**src/rtl/router_fifo.sv**
```systemverilog
// ---------------------------------------------------------------------------
// router_fifo
// Per-port output buffer of the 1x3 router. Bytes arrive from the
// synchronizer under this port's write enable and are handed to the
// destination client under its read enable. Each entry also keeps the
// header marker (lfd_state), so the read side can follow packet boundaries.
//
// Parameters:
//   DEPTH     - number of entries (power of two, 4..64)
//   WIDTH     - data byte width
//
// Ports:
//   clk       - rising-edge clock
//   rst       - synchronous reset, active-high
//   soft_rst  - synchronous flush (synchronizer timeout), active-high
//   write_enb - store data_in when not full
//   lfd_state - current write is the packet header byte
//   data_in   - byte to store
//   read_enb  - client read request
//   data_out  - registered read data
//   full      - no free entry
//   empty     - no stored entry
//   ovf_err   - sticky overflow/underflow flag (only with ROUTER_FIFO_ERR_EN)
//
// Optional feature macro: ROUTER_FIFO_ERR_EN adds the ovf_err port.
// ---------------------------------------------------------------------------
module router_fifo #(
    parameter int DEPTH = 16,
    parameter int WIDTH = 8
) (
    input  logic             clk,
    input  logic             rst,
    input  logic             soft_rst,
    input  logic             write_enb,
    input  logic             lfd_state,
    input  logic [WIDTH-1:0] data_in,
    input  logic             read_enb,
    output logic [WIDTH-1:0] data_out,
    output logic             full,
    output logic             empty
`ifdef ROUTER_FIFO_ERR_EN
    ,
    output logic             ovf_err
`endif
);

    localparam int AW = $clog2(DEPTH);
    localparam int PW = WIDTH - 1;
    localparam logic [AW:0] PTR_ONE = 1;

    // Storage keeps the header marker in the top bit of every entry.
    logic [WIDTH:0]   mem_q [DEPTH];

    logic [AW:0]      wr_ptr_q, wr_ptr_d;
    logic [AW:0]      rd_ptr_q, rd_ptr_d;
    logic [PW-1:0]    pkt_cnt_q, pkt_cnt_d;
    logic [WIDTH-1:0] data_out_q, data_out_d;

    logic             flush;
    logic             do_write;
    logic             do_read;
    logic [WIDTH:0]   rd_entry;

    // Extra pointer MSB distinguishes full from empty when addresses match.
    assign empty    = (wr_ptr_q == rd_ptr_q);
    assign full     = (wr_ptr_q[AW] != rd_ptr_q[AW]) &&
                      (wr_ptr_q[AW-1:0] == rd_ptr_q[AW-1:0]);
    assign data_out = data_out_q;

    always_comb begin
        flush    = rst || soft_rst;
        do_write = write_enb && !full && !flush;
        do_read  = read_enb && !empty && !flush;
        rd_entry = mem_q[rd_ptr_q[AW-1:0]];

        wr_ptr_d   = wr_ptr_q;
        rd_ptr_d   = rd_ptr_q;
        pkt_cnt_d  = pkt_cnt_q;
        data_out_d = data_out_q;

        if (flush) begin
            wr_ptr_d   = '0;
            rd_ptr_d   = '0;
            pkt_cnt_d  = '0;
            data_out_d = '0;
        end else begin
            if (do_write) begin
                wr_ptr_d = wr_ptr_q + PTR_ONE;
            end
            if (do_read) begin
                rd_ptr_d   = rd_ptr_q + PTR_ONE;
                data_out_d = rd_entry[WIDTH-1:0];
                // Header byte carries payload length in its upper bits;
                // the extra one accounts for the trailing parity byte.
                if (rd_entry[WIDTH]) begin
                    pkt_cnt_d = PW'(rd_entry[WIDTH-1:2]) + PW'(1);
                end else if (pkt_cnt_q != '0) begin
                    pkt_cnt_d = pkt_cnt_q - PW'(1);
                end
            end else if (!read_enb && pkt_cnt_q == '0) begin
                // Idle between packets: present a clean zero to the client.
                // A request against an empty FIFO keeps the last byte.
                data_out_d = '0;
            end
        end
    end

    always_ff @(posedge clk) begin
        if (rst) begin
            wr_ptr_q   <= '0;
            rd_ptr_q   <= '0;
            pkt_cnt_q  <= '0;
            data_out_q <= '0;
        end else begin
            wr_ptr_q   <= wr_ptr_d;
            rd_ptr_q   <= rd_ptr_d;
            pkt_cnt_q  <= pkt_cnt_d;
            data_out_q <= data_out_d;
        end
    end

    // Memory is not reset; the pointers alone define what is valid.
    always_ff @(posedge clk) begin
        if (do_write) begin
            mem_q[wr_ptr_q[AW-1:0]] <= {lfd_state, data_in};
        end
    end

`ifdef ROUTER_FIFO_ERR_EN
    logic ovf_err_q, ovf_err_d;

    // Sticky: only the hard reset clears it, the flush leaves it alone.
    always_comb begin
        ovf_err_d = ovf_err_q;
        if (!soft_rst && ((write_enb && full) || (read_enb && empty))) begin
            ovf_err_d = 1'b1;
        end
    end

    always_ff @(posedge clk) begin
        if (rst) begin
            ovf_err_q <= 1'b0;
        end else begin
            ovf_err_q <= ovf_err_d;
        end
    end

    assign ovf_err = ovf_err_q;
`endif

endmodule
```
**config.mk**
```make
export PLATFORM = sky130hd
export DESIGN_NAME = router_fifo
export DESIGN_NICKNAME = d
export VERILOG_FILES = /design/src/rtl/router_fifo.sv
export SDC_FILE = /design/constraint.sdc
export NUM_CORES = 1
export LEC_CHECK = 0
export ABC_AREA = 0
export BUFFER_PORTS_ARGS = -buffer_cell sky130_fd_sc_hd__buf_2
export CAP_MARGIN = 20
export CELL_PAD_IN_SITES_DETAIL_PLACEMENT = 1
export CELL_PAD_IN_SITES_GLOBAL_PLACEMENT = 1
export CORE_MARGIN = 2
export CORE_UTILIZATION = 40
export DETAILED_ROUTE_END_ITERATION = 8
export GPL_TIMING_DRIVEN = 0
export PLACE_DENSITY = 0.67
export RECOVER_POWER = 50
export SETUP_SLACK_MARGIN = 0.4
export SYNTH_ARGS = -nofsm -noshare
export SYNTH_HDL_FRONTEND = slang
export SYNTH_SLANG_ARGS = --single-unit
```
**constraint.sdc**
```tcl
create_clock -name clk -period 4.1 [get_ports clk]
set_clock_uncertainty 0.05 [all_clocks]
set_input_delay 0.205 -clock clk [delete_from_list [all_inputs] [get_ports clk]]
set_output_delay 0.205 -clock clk [all_outputs]
set_load 0.01 [all_outputs]
```
* Word-level counts from Yosys, hierarchy flattened
Memory sizes are Yosys's and may differ from the RTL's. A register that Yosys moved wholly into a read port is not among the register bits.
Cells that the tools add are included.
** Storage, ports and cells
- Register bits after elaboration :: 25
- RAM bits :: 144
- Memories :: 1
** Memories
- mem_q :: depth 16, width 9, read ports 1, clocked after memory_dff 1, write ports 1, RTL line 52 : logic [WIDTH:0] mem_q [DEPTH];
** Cells by class
- $add $sub $neg :: 4
- Equal/unequal tests :: 3
- Mux-type cells :: 8
- Reductions and logical operators :: 17
** Operators with widths (count)
- $mux W8 :: 2
- $mux W7 :: 2
- $add A5 B1 Y5 const B :: 2
- $mux W4 :: 2
- $add A6 B1 Y7 const B :: 1
- $logic_not A7 Y1 :: 1
- $reduce_bool A7 Y1 :: 1
- $sub A7 B1 Y7 const B :: 1
- $logic_and A1 B1 Y1 :: 6
- $eq A5 B5 Y1 :: 1
- $eq A4 B4 Y1 :: 1
- $logic_not A1 Y1 :: 4
- $reduce_bool A2 Y1 :: 2
- $mux W1 :: 2
- $reduce_and A2 Y1 :: 1
- $reduce_or A2 Y1 :: 1
- $logic_or A1 B1 Y1 :: 1
- $ne A1 B1 Y1 :: 1

* Depth between registers and ports, before layout
Gate-level depths: netlist of the first run.
- Depth in word-level cells :: 7
- Gate-level depth with buffers :: 10
- Gate-level depth less buffers :: 7

* Least setup slack after synthesis of the first run
OpenSTA, ideal clock, no wires.
- Path type :: register to register
- From :: register wr_ptr_q[2]
- To :: memory mem_q[3][0] in the netlist's numbering (enable)
- Library setup time :: 0.387 ns
- Arrival :: 1.899 ns
- Slack :: 1.765 ns
- Stages on the path, launching flop included :: 7
- Buffers on the path :: 1
- Cells stage by stage :: dfxtp_1 -> buf_2 -> xnor2_1 -> and4_1 -> a21oi_1 -> nand2_1 -> nor3_1
** On the way
- Word-level cells in the longest chain between the ends :: 7
** Ends and longest elaborated chain
- start: declaration :: RTL line 54 : logic [AW:0] wr_ptr_q, wr_ptr_d;
- start signal: assignment :: RTL line 115 : wr_ptr_q <= wr_ptr_d;
- $eq A4 B4 Y1 :: RTL line 67 : (wr_ptr_q[AW-1:0] == rd_ptr_q[AW-1:0]);
- $logic_and A1 B1 Y1 :: RTL line 66 : assign full = (wr_ptr_q[AW] != rd_ptr_q[AW]) &&
- $logic_not A1 Y1 :: RTL line 72 : do_write = write_enb && !full && !flush;
- $logic_and A1 B1 Y1 (2 in series) :: RTL line 72
- $mux W1 :: RTL line 124 : if (do_write) begin
- $mux W1 (implied by the code) :: RTL line 125 : mem_q[wr_ptr_q[AW-1:0]] <= {lfd_state, data_in};
- end: declaration :: RTL line 52
Several ways; a longest one is shown, not always the timed one.

* Worst setup path after layout of the first run
- From :: register wr_ptr_q[2]
- To :: register rd_ptr_q[2]
** On the way
- Word-level cells in the longest chain between the ends :: 4
** Ends and longest elaborated chain
- $eq A5 B5 Y1 :: RTL line 65 : assign empty = (wr_ptr_q == rd_ptr_q);
- $logic_not A1 Y1 :: RTL line 73 : do_read = read_enb && !empty && !flush;
- $logic_and A1 B1 Y1 (2 in series) :: RTL line 73
- end signal: assignment :: RTL line 116 : rd_ptr_q <= rd_ptr_d;
- end: declaration :: RTL line 55 : logic [AW:0] rd_ptr_q, rd_ptr_d;
Every way passes these cells.
A chain may end at the register's enable or synchronous reset.

==> impl_metrics.tcl, run 1 <==
set metrics [dict create \
    status "completed" \
    cts-buffers-inserted 17 \
    yosys_most_used_dff "edfxtp_1" \
    required_ns 4.39 \
    rows 48 \
    drt_iter0_drc 249 \
    whs_ns 0.2156 \
    synth_nets 444 \
    synthToLayoutAreaGrowth_pct 16.55 \
    htreeDepth 4 \
    post-route-period-util_pct 78.17 \
    rr_endpoint "rd_ptr_q[2]" \
    async_reset_ff_share_pct 0 \
    grt_pass1_vias 4173 \
    routedWlPerCell_um 22.69 \
    cts_buffer_depth 2 \
    pin_count 24 \
    cts-resized-gates 0 \
    critPathMaxFanout 10 \
    grt_use_total_pct 19.08 \
    tightest_slew_ns 1.060 \
    diodes 0 \
    nets 502 \
    clk_latency_ns 0.43 \
    leakage_nw 2.648 \
    maxCapViolations 0 \
    synthCells 422 \
    clkSinkCount 173 \
    hold_viol 0 \
    regToRegSetupSlack_ns 0.90 \
    r2r-start "wr_ptr_q[2]" \
    hpwl_um 11170 \
    max-slew-margin-rel_pct 28.71 \
    r2r_cells 8 \
    fp.dieH_um 136.6 \
    routed_wl_um 16290 \
    fin_setup_tns_ns 0 \
    rsz0062_at_grt "no" \
    io_buffers 23 \
    ant_nets 0 \
    first_pass_iters 4 \
    core_sq_mm 0.01724 \
    clkTransAtPathRegs_ns 0.07 \
    crit_arrival_ns 3.49 \
    ys_seq_area_share_pct 69.76 \
    slew_viol_final 0 \
    crit_type "reg -> reg" \
    setup_viol 0 \
    grt_max_degree 17 \
    antenna_found_initial 0 \
    tritoncts "built" \
    worstHoldPathType "in -> reg" \
    cts_hold_buf 0 \
    critPathLaunchType "flip-flop" \
    fill_cells 1665 \
    yosysWarnings 0 \
    cp-end-kind "flip-flop" \
    finalCriticalPeriod_ns 3.205 \
    avgViaCountPerCell 5.478 \
    power_per_cell_area_mw_per_mm2 447.4 \
    post_cts_buffers 0 \
    route.vias.total 3933 \
    cts_root_buffer "clkbuf_16" \
    drive_gt1_share_pct 21.10 \
    grt_overflow 0 \
    synth.distinct_cells 50 \
    synth-seq-cells 173 \
    syn_area_sq_mm 0.007030 \
    synth_edf_count 144 \
    syn_avg_cell_area_sq_um 16.66 \
    drc 0 \
    die_w_um 136.6 \
    initial_core_util_pct 40.79 \
    crit_end "rd_ptr_q[2]" \
    max_freq_mhz 312.0 \
    grt_pass1_wl_um 24920 \
    peakVddDrop_mv 0.2994 \
    gp_congestion 0.7573 \
    cp-startpoint "wr_ptr_q[2]" \
    die_area_sq_mm 0.01865 \
]
[layer usage]
metal  global-route usage (%)  wire (um)
met2                    31.33       8174
met5                        0          0
met3                    4.074        925
met4                    7.928        348
met1                    24.72       6841
[placed cells by master (no fill, tap or decap), types with 5 or more instances in the layout]
cell,n
a21oi_1,9
a22oi_1,14
buf_2,13
buf_6,18
clkbuf_1,28
clkbuf_16,17
dfxtp_1,29
edfxtp_1,144
ha_1,8
inv_1,5
mux4_2,34
nand2_1,27
nand3_1,13
nor2_1,36
o21ai_0,8
xnor2_1,9
xor2_1,9
[flip-flops by register name, summed over array words and instances, names as in the netlist, named ones only]
signal	count
mem_q	144
data_out	8
pkt_cnt_q	7
rd_ptr_q	5
wr_ptr_q	5
[synthesized netlist by cell type, drive strengths merged (4+ instances only)]
master  number  area (sq um)
xor2         9         78.83
o21ai        9         45.04
xnor2        9         78.83
nor3         8         40.04
a211oi       4         30.03
mux2i        4         40.04
a21oi        9         45.04
buf         14         100.1
ha           8         100.1
inv          5         18.77
nand3       13         65.06
a22oi       14         105.1
nand2       28         107.6
dfxtp       29         580.6
nand4        4         25.02
clkbuf       6         22.52
nor2        36         135.1
edfxtp     144          4324
mux4        36         818.3
[cell families (layout without fill, tap and decap cells)]
group / Yosys count / in the layout / share of synthesized area [%]
adder cells (fa/ha/maj): 8 / 8 / 1.424
flip-flops: 173 / 173 / 69.76
buffers and inverters: 25 / 96 / 2.011
AND/OR/NAND/NOR: 109 / 109 / 7.226
multiplexers: 40 / 40 / 12.21
AO/OA/AOI/OAI: 49 / 49 / 5.126
XOR/XNOR: 18 / 18 / 2.243
[layout make-up]
| type | instances | area [sq um] | share of cell area (%) |
|---|---|---|---|
| inverter | 5 | 18.77 | 0.2290 |
| sequential | 173 | 4905 | 59.86 |
| clock inverter | 13 | 162.7 | 1.985 |
| clock buffer | 19 | 432.9 | 5.283 |
| multi-input combinational | 224 | 2001 | 24.42 |
| tap | 225 | 281.5 | 3.436 |
| buffer | 20 | 120.1 | 1.466 |
| timing repair buffer | 39 | 272.8 | 3.329 |
[worst min-delay path by stage]
stage                            from            to  slack (ns)  cells after the start
after floorplan            data_in[0]   mem_q[0][0]        0.25                      0
after global placement    data_out[4]   data_out[4]        0.39                      2
after global routing         soft_rst   data_out[4]        0.23                      5
after CTS                  data_in[1]  mem_q[12][1]        0.07                      1
after detailed placement  data_out[4]   data_out[4]        0.41                      2
final                      data_in[0]  mem_q[15][0]        0.22                      1
[worst max-delay path, cell delays in order (launching register included)]
cell and delay [ns]:
dfxtp_1 0.32, clkbuf_1 0.46, xnor2_1 0.17, and4_1 0.24
a21boi_0 0.83, clkbuf_1 0.54, nand2_1 0.13, xor2_1 0.16
nor2_1 0.19
[metrics by stage]
stage | util (%) | power (mW) | area [sq um] | instances | worst slack (ns)
4_1_cts | 47.71 | 3.703 | 8223 | 718 | 1.127
2_1_floorplan | - | 2.020 | 7030 | 422 | 1.765
6_report | 47.54 | 3.666 | 8194 | 718 | 0.8952
3_3_place_gp | 43.09 | 2.064 | 7427 | 670 | 0.6911
5_1_grt | 47.54 | 3.772 | 8194 | 718 | 0.6066
3_5_place_dp | 44.25 | 2.071 | 7627 | 686 | 1.174
[power breakdown]
group / internal, mW / total, mW / switching (mW)
clock network: 0.960 / 1.64 / 0.676
logic: 0.0405 / 0.117 / 0.0761
registers: 1.91 / 1.91 / 0.00500
(Power assumes the default switching activity.)
==> inputs of run 2 (changes only) <==
--- a/config.mk
+++ b/config.mk
@@ -14,7 +14,7 @@
 export CORE_UTILIZATION = 40
 export DETAILED_ROUTE_END_ITERATION = 8
 export GPL_TIMING_DRIVEN = 0
-export PLACE_DENSITY = 0.67
+export PLACE_DENSITY = 0.7
 export RECOVER_POWER = 50
 export SETUP_SLACK_MARGIN = 0.4
 export SYNTH_ARGS = -nofsm -noshare
==> constraint.sdc (replaced) <==
create_clock -name clk -period 2.61 [get_ports clk]
set_clock_uncertainty 0.05 [all_clocks]
set_input_delay 0.1305 -clock clk [delete_from_list [all_inputs] [get_ports clk]]
set_output_delay 0.1305 -clock clk [all_outputs]
set_load 0.01 [all_outputs]
==> run 2 against run 1 <==
  * Hold slack worse by 0.073 ns
  * Worst setup slack worse by 0.56 ns
  * Clock-buffer cell count is 2 higher
  * Non-clock buffer count is 32 higher
  * Register-to-register slack worse by 0.56 ns
  * Sequential share of layout area is 4.4 points lower
  * Total power is 53% higher
  * Wire length is 9.7% higher
==> impl_metrics.tcl, run 2 (same netlist as run 1, synthesis figures left out) <==
set metrics [dict create \
    antenna_found_initial 0 \
    placedInstanceArea_sq_mm 0.007574 \
    r2r_cells 8 \
    crit_type "reg -> reg" \
    ant_nets 0 \
    power_per_cell_area_mw_per_mm2 633.6 \
    critPathMaxStageDelay_ns 0.50 \
    synthToLayoutAreaGrowth_pct 25.84 \
    avgViaCountPerCell 5.520 \
    first_pass_iters 4 \
    multi_input_area_sq_mm 0.002278 \
    clk_latency_ns 0.44 \
    cts_hold_buf 0 \
    core_sq_mm 0.01724 \
    die_w_um 136.6 \
    design_area_sq_mm 0.008847 \
    clkTransAtPathRegs_ns 0.06 \
    htreeDepth 4 \
    dp_slack_ns -0.3141 \
    cts_buffer_depth 2 \
    grt_pass1_vias 4474 \
    required_ns 2.88 \
    fin_setup_tns_ns 0 \
    rows 48 \
    die_area_sq_mm 0.01865 \
    fin_ws_ns 0.3311 \
    hold_viol 0 \
    crit_end "pkt_cnt_q[5]" \
    worstHoldPathType "in -> reg" \
    rr_endpoint "pkt_cnt_q[5]" \
    hpwl_um 11190 \
    pin_count 24 \
    maxCapViolations 0 \
    critPathMaxFanout 6 \
    regToRegSetupSlack_ns 0.33 \
    cp_cell_sequence "buf_12, buf_12, mux4_2, a22o_1, a221oi_4, nor4_1, nor4_1, nand2_1" \
    peakVddDrop_mv 0.5737 \
    rsz0062_at_grt "yes" \
    max-slew-margin-rel_pct 55.43 \
    status "completed" \
    gp_congestion 0.7612 \
    drc 0 \
    fp.dieH_um 136.6 \
    drt_iter0_drc 368 \
    finalCriticalPeriod_ns 2.279 \
    initial_core_util_pct 40.79 \
    worst-path-buf-inv 2 \
    routed_wl_um 17870 \
    max_freq_mhz 438.8 \
    cp_top_family "compound AO/OA/AOI/OAI gates" \
    grt_pass1_wl_um 26960 \
    fill_cells 1636 \
    drive_gt1_share_pct 33.71 \
    leakage_nw 2.881 \
    final_util_pct 51.33 \
    layout_common_cells "edfxtp_1 (144), mux4_2 (35), buf_4 (31), dfxtp_1 (28), clkbuf_1 (27)" \
    tightest_slew_ns 0.6686 \
    grt_overflow 0 \
    cp-end-kind "flip-flop" \
    tritoncts "built" \
    setup_viol 0 \
    seq_area_sq_mm 0.004906 \
    diodes 0 \
    cts_root_buffer "clkbuf_16" \
    crit_arrival_ns 2.55 \
    io_buffers 23 \
    cts-buffers-inserted 17 \
    clkSinkCount 173 \
    route.vias.total 4140 \
    grt_use_total_pct 20.54 \
    path_depth 8 \
    final_common_cell "edfxtp_1" \
    largest_reg_flops 144 \
    routedWlPerCell_um 23.83 \
    slew_viol_final 0 \
    grt_max_degree 17 \
    crit_slowest_cell "mux4_2" \
    nets 534 \
    post-route-period-util_pct 87.31 \
    critPathLaunchType "flip-flop" \
]
==> run 2: changes by cell type in the layout (fill, tap and decap cells not counted), sizes merged <==
| cell | change |
|---|---|
| inv | -1 |
| clkinvlp | -2 |
| clkbuf | +1 |
| bufinv | -2 |
| clkinv | +3 |
| buf | +33 |
==> run 2: per-stage QoR <==
| step | hold slack [ns] | total power [mW] | cells |
|---|---|---|---|
| 4_1_cts | 0.01584 | 5.601 | 742 |
| 6_report | 0.1430 | 5.605 | 750 |
| 2_1_floorplan | 0.1794 | 3.174 | 422 |
| 5_1_grt | 0.1711 | 5.760 | 750 |
| 3_5_place_dp | 0.3978 | 3.251 | 681 |
| 3_3_place_gp | 0.3937 | 3.241 | 670 |
==> run 2: worst reg2reg max path: stages, from the launching register on <==
cell and delay [ns]:
dfxtp_2 0.35, buf_12 0.15, buf_12 0.13, mux4_2 0.51, a22o_1 0.25, a221oi_4 0.35, nor4_1 0.12, nor4_1 0.19
nand2_1 0.08
==> run 2: power breakdown <==
group	internal [mW]	total (mW)	leakage, nW	switching [mW]
Combinational	0.0967	0.238	1.09	0.141
Sequential	3.00	3.01	1.53	0.00840
Clock	1.31	2.36	0.257	1.05
Total	4.40	5.61	2.88	1.20
==> run 2: how the worst min path moves through the flow <==
stage	startpoint	to	slack, ns	cells past startpoint
after global routing	data_in[5]	mem_q[1][5]	0.17	1
final	data_in[5]	mem_q[3][5]	0.14	1
after CTS	data_in[5]	mem_q[1][5]	0.02	1
after floorplan	data_in[0]	mem_q[0][0]	0.18	0
after global placement	data_out[5]	data_out[5]	0.39	2
after detailed placement	data_out[4]	data_out[4]	0.40	2
==> run 2: cell type report <==
type	instances	share of cell area (%)
buffer	20	2.150
clock buffer	21	4.978
clock inverter	11	1.061
inverter	5	0.2121
multi-input combinational	224	25.75
sequential	173	55.45
tap	225	3.182
timing repair buffer	71	7.213
==> run 2: what timing repair did <==
item / in CTS / in global routing
pin swaps: 28 / 10
setup endpoints to repair: 159 / 94
resized for setup: 78 / 16
gates cloned: 1 / 0
endpoints found under the hold margin: 0 / 0
setup buffers: 28 / 8
==> run 2: routing by layer <==
layer,GRT usage (%),vias to the layer above,share of wire (%)
met5,0,-,0
met4,7.523,0,2.1
met3,4.074,29,3.5
met2,35.19,100,53
met1,25.92,2168,42
li1,-,1843,-
==> inputs of run 3 (changes only) <==
--- a/config.mk
+++ b/config.mk
@@ -13,7 +13,6 @@
 export CORE_MARGIN = 2
 export CORE_UTILIZATION = 40
 export DETAILED_ROUTE_END_ITERATION = 8
-export GPL_TIMING_DRIVEN = 0
 export PLACE_DENSITY = 0.7
 export RECOVER_POWER = 50
 export SETUP_SLACK_MARGIN = 0.4
==> run 3 against run 2 <==
  * Utilization fell by 2.2 points
  * Non-clock buffer count down 21
  * Die area is the same
  * Design area is 4.4% lower
  * Combinational power shrank 4%
  * Via count fell by 1.8%
  * First-iteration DRC count shrank 24%
  * Hold slack gained 0.0074 ns
  * Wire length down 6.1%
  * Largest cell class unchanged
  * Cell count down 2.9%
==> impl_metrics.tcl, run 3 (same netlist as run 1, synthesis figures left out) <==
set metrics [dict create \
    final_util_pct 49.09 \
    final_cells 728 \
    busiest_layer "met2" \
    r2r-start "rd_ptr_q[2]" \
    tritoncts "built" \
    leakage_nw 2.741 \
    rr_endpoint "mem_q[13][5]" \
    antenna_found_initial 0 \
    clk_latency_ns 0.43 \
    cp-end-kind "flip-flop" \
    peakVddDrop_mv 0.4677 \
    grt_use_met2_pct 31.36 \
    maxCapViolations 0 \
    status "completed" \
    worstHoldStart "rst" \
    drive_gt1_share_pct 30.22 \
    routedWlPerCell_um 23.05 \
    grt_overflow 0 \
    total_power_mw 5.617 \
    grt_max_degree 36 \
    io_buffers 23 \
    rsz0062_at_grt "yes" \
    ant_nets 0 \
    setup_viol 0 \
    max-slew-margin-rel_pct 50.99 \
    dp_slack_ns 0.1572 \
    required_ns 2.69 \
    route.vias.total 4065 \
    drc 0 \
    use_met3_pct 3.815 \
    routed_wl_um 16780 \
    pin_count 24 \
    slew_viol_final 0 \
    first_pass_iters 5 \
    diodes 0 \
    die_area_sq_mm 0.01865 \
    post-route-period-util_pct 90.05 \
    whs_endpoint "pkt_cnt_q[4]" \
    hold_viol 0 \
    die_w_um 136.6 \
    r2r_cells 6 \
    initial_core_util_pct 40.79 \
    final_common_cell "edfxtp_1" \
    cts-buffers-inserted 17 \
    grt_pass1_vias 4211 \
    hold_path_depth 5 \
    placedInstanceArea_sq_mm 0.007589 \
    largest_reg_flops 144 \
    clkTransAtPathRegs_ns 0.07 \
    whs_ns 0.1504 \
    finalCriticalPeriod_ns 2.350 \
    htreeDepth 4 \
    power_per_cell_area_mw_per_mm2 663.9 \
    max_freq_mhz 425.5 \
    fin_setup_tns_ns 0 \
    layout_common_cells "edfxtp_1 (144), buf_4 (38), mux4_2 (35), nor2_1 (34), dfxtp_1 (26)" \
    core_sq_mm 0.01724 \
    design_area_sq_mm 0.008461 \
    tightest_slew_ns 0.7351 \
    grt_pass1_wl_um 25430 \
    fin_ws_ns 0.2598 \
    critPathMaxFanout 7 \
    cts_buffer_depth 2 \
    grt_use_total_pct 19.13 \
    regToRegSetupSlack_ns 0.26 \
    critPathLaunchType "flip-flop" \
    place_inst 682 \
    hpwl_um 10670 \
    synthToLayoutAreaGrowth_pct 20.34 \
    grt_use_met1_pct 25.19 \
    rows 48 \
    cts_root_buffer "clkbuf_16" \
    nets 513 \
    avgViaCountPerCell 5.584 \
    crit_arrival_ns 2.43 \
    drt_iter0_drc 281 \
    clkSinkCount 173 \
    worstHoldPathType "in -> reg" \
    crit_type "reg -> reg" \
    gp_congestion 0.7844 \
    fp.dieH_um 136.6 \
]
run 3: worst max path at each step:
stage / from / end / slack (ns) / depth (start not counted)
finish: rd_ptr_q[2] / mem_q[13][5] / 0.26 / 6
floorplan: wr_ptr_q[2] / mem_q[0][0] / 0.33 / 6
global placement: flip-flop / pkt_cnt_q[2] / 0.20 / 8
CTS: flip-flop / pkt_cnt_q[5] / 0.29 / 8
global route: wr_ptr_q[0] / mem_q[8][6] / 0.12 / 6
detailed placement: flip-flop / pkt_cnt_q[2] / 0.16 / 8
run 3: cell type report:
type | instances | area, sq um
clock buffer | 18 | 429.2
multi-input combinational | 224 | 2143
timing repair buffer | 70 | 558.0
inverter | 5 | 18.77
sequential | 173 | 4913
clock inverter | 13 | 116.4
tap | 225 | 281.5
fill | 1632 | 8776
run 3: layer usage:
| metal | wire length (um) | part of all wire, % | vias up |
|---|---|---|---|
| li1 | - | - | 1794 |
| met1 | 7188 | 43 | 2137 |
| met2 | 8471 | 50 | 103 |
| met3 | 702 | 4.2 | 31 |
| met4 | 420 | 2.5 | 0 |
| met5 | 0 | 0 | - |
run 3: what timing repair did:
action,in CTS,in global routing
resized for setup,15,35
cloned,2,1
endpoints found under the setup margin,148,87
pin swaps,11,11
hold buffers,0,0
setup buffers,4,8
run 3: power by group:
| group | switching, mW | total (mW) | internal [mW] |
|---|---|---|---|
| Clock | 1.07 | 2.38 | 1.31 |
| Combinational | 0.139 | 0.228 | 0.0893 |
| Sequential | 0.00821 | 3.00 | 3.00 |
| Total | 1.22 | 5.62 | 4.40 |
run 3: critical path, stage by stage (launching register included):
cell and delay (ns):
dfxtp_1 0.42, xnor2_1 0.12, and4_1 0.25, a21oi_1 0.37, nand2_1 0.26, nor2_1 0.30
buf_4 0.26
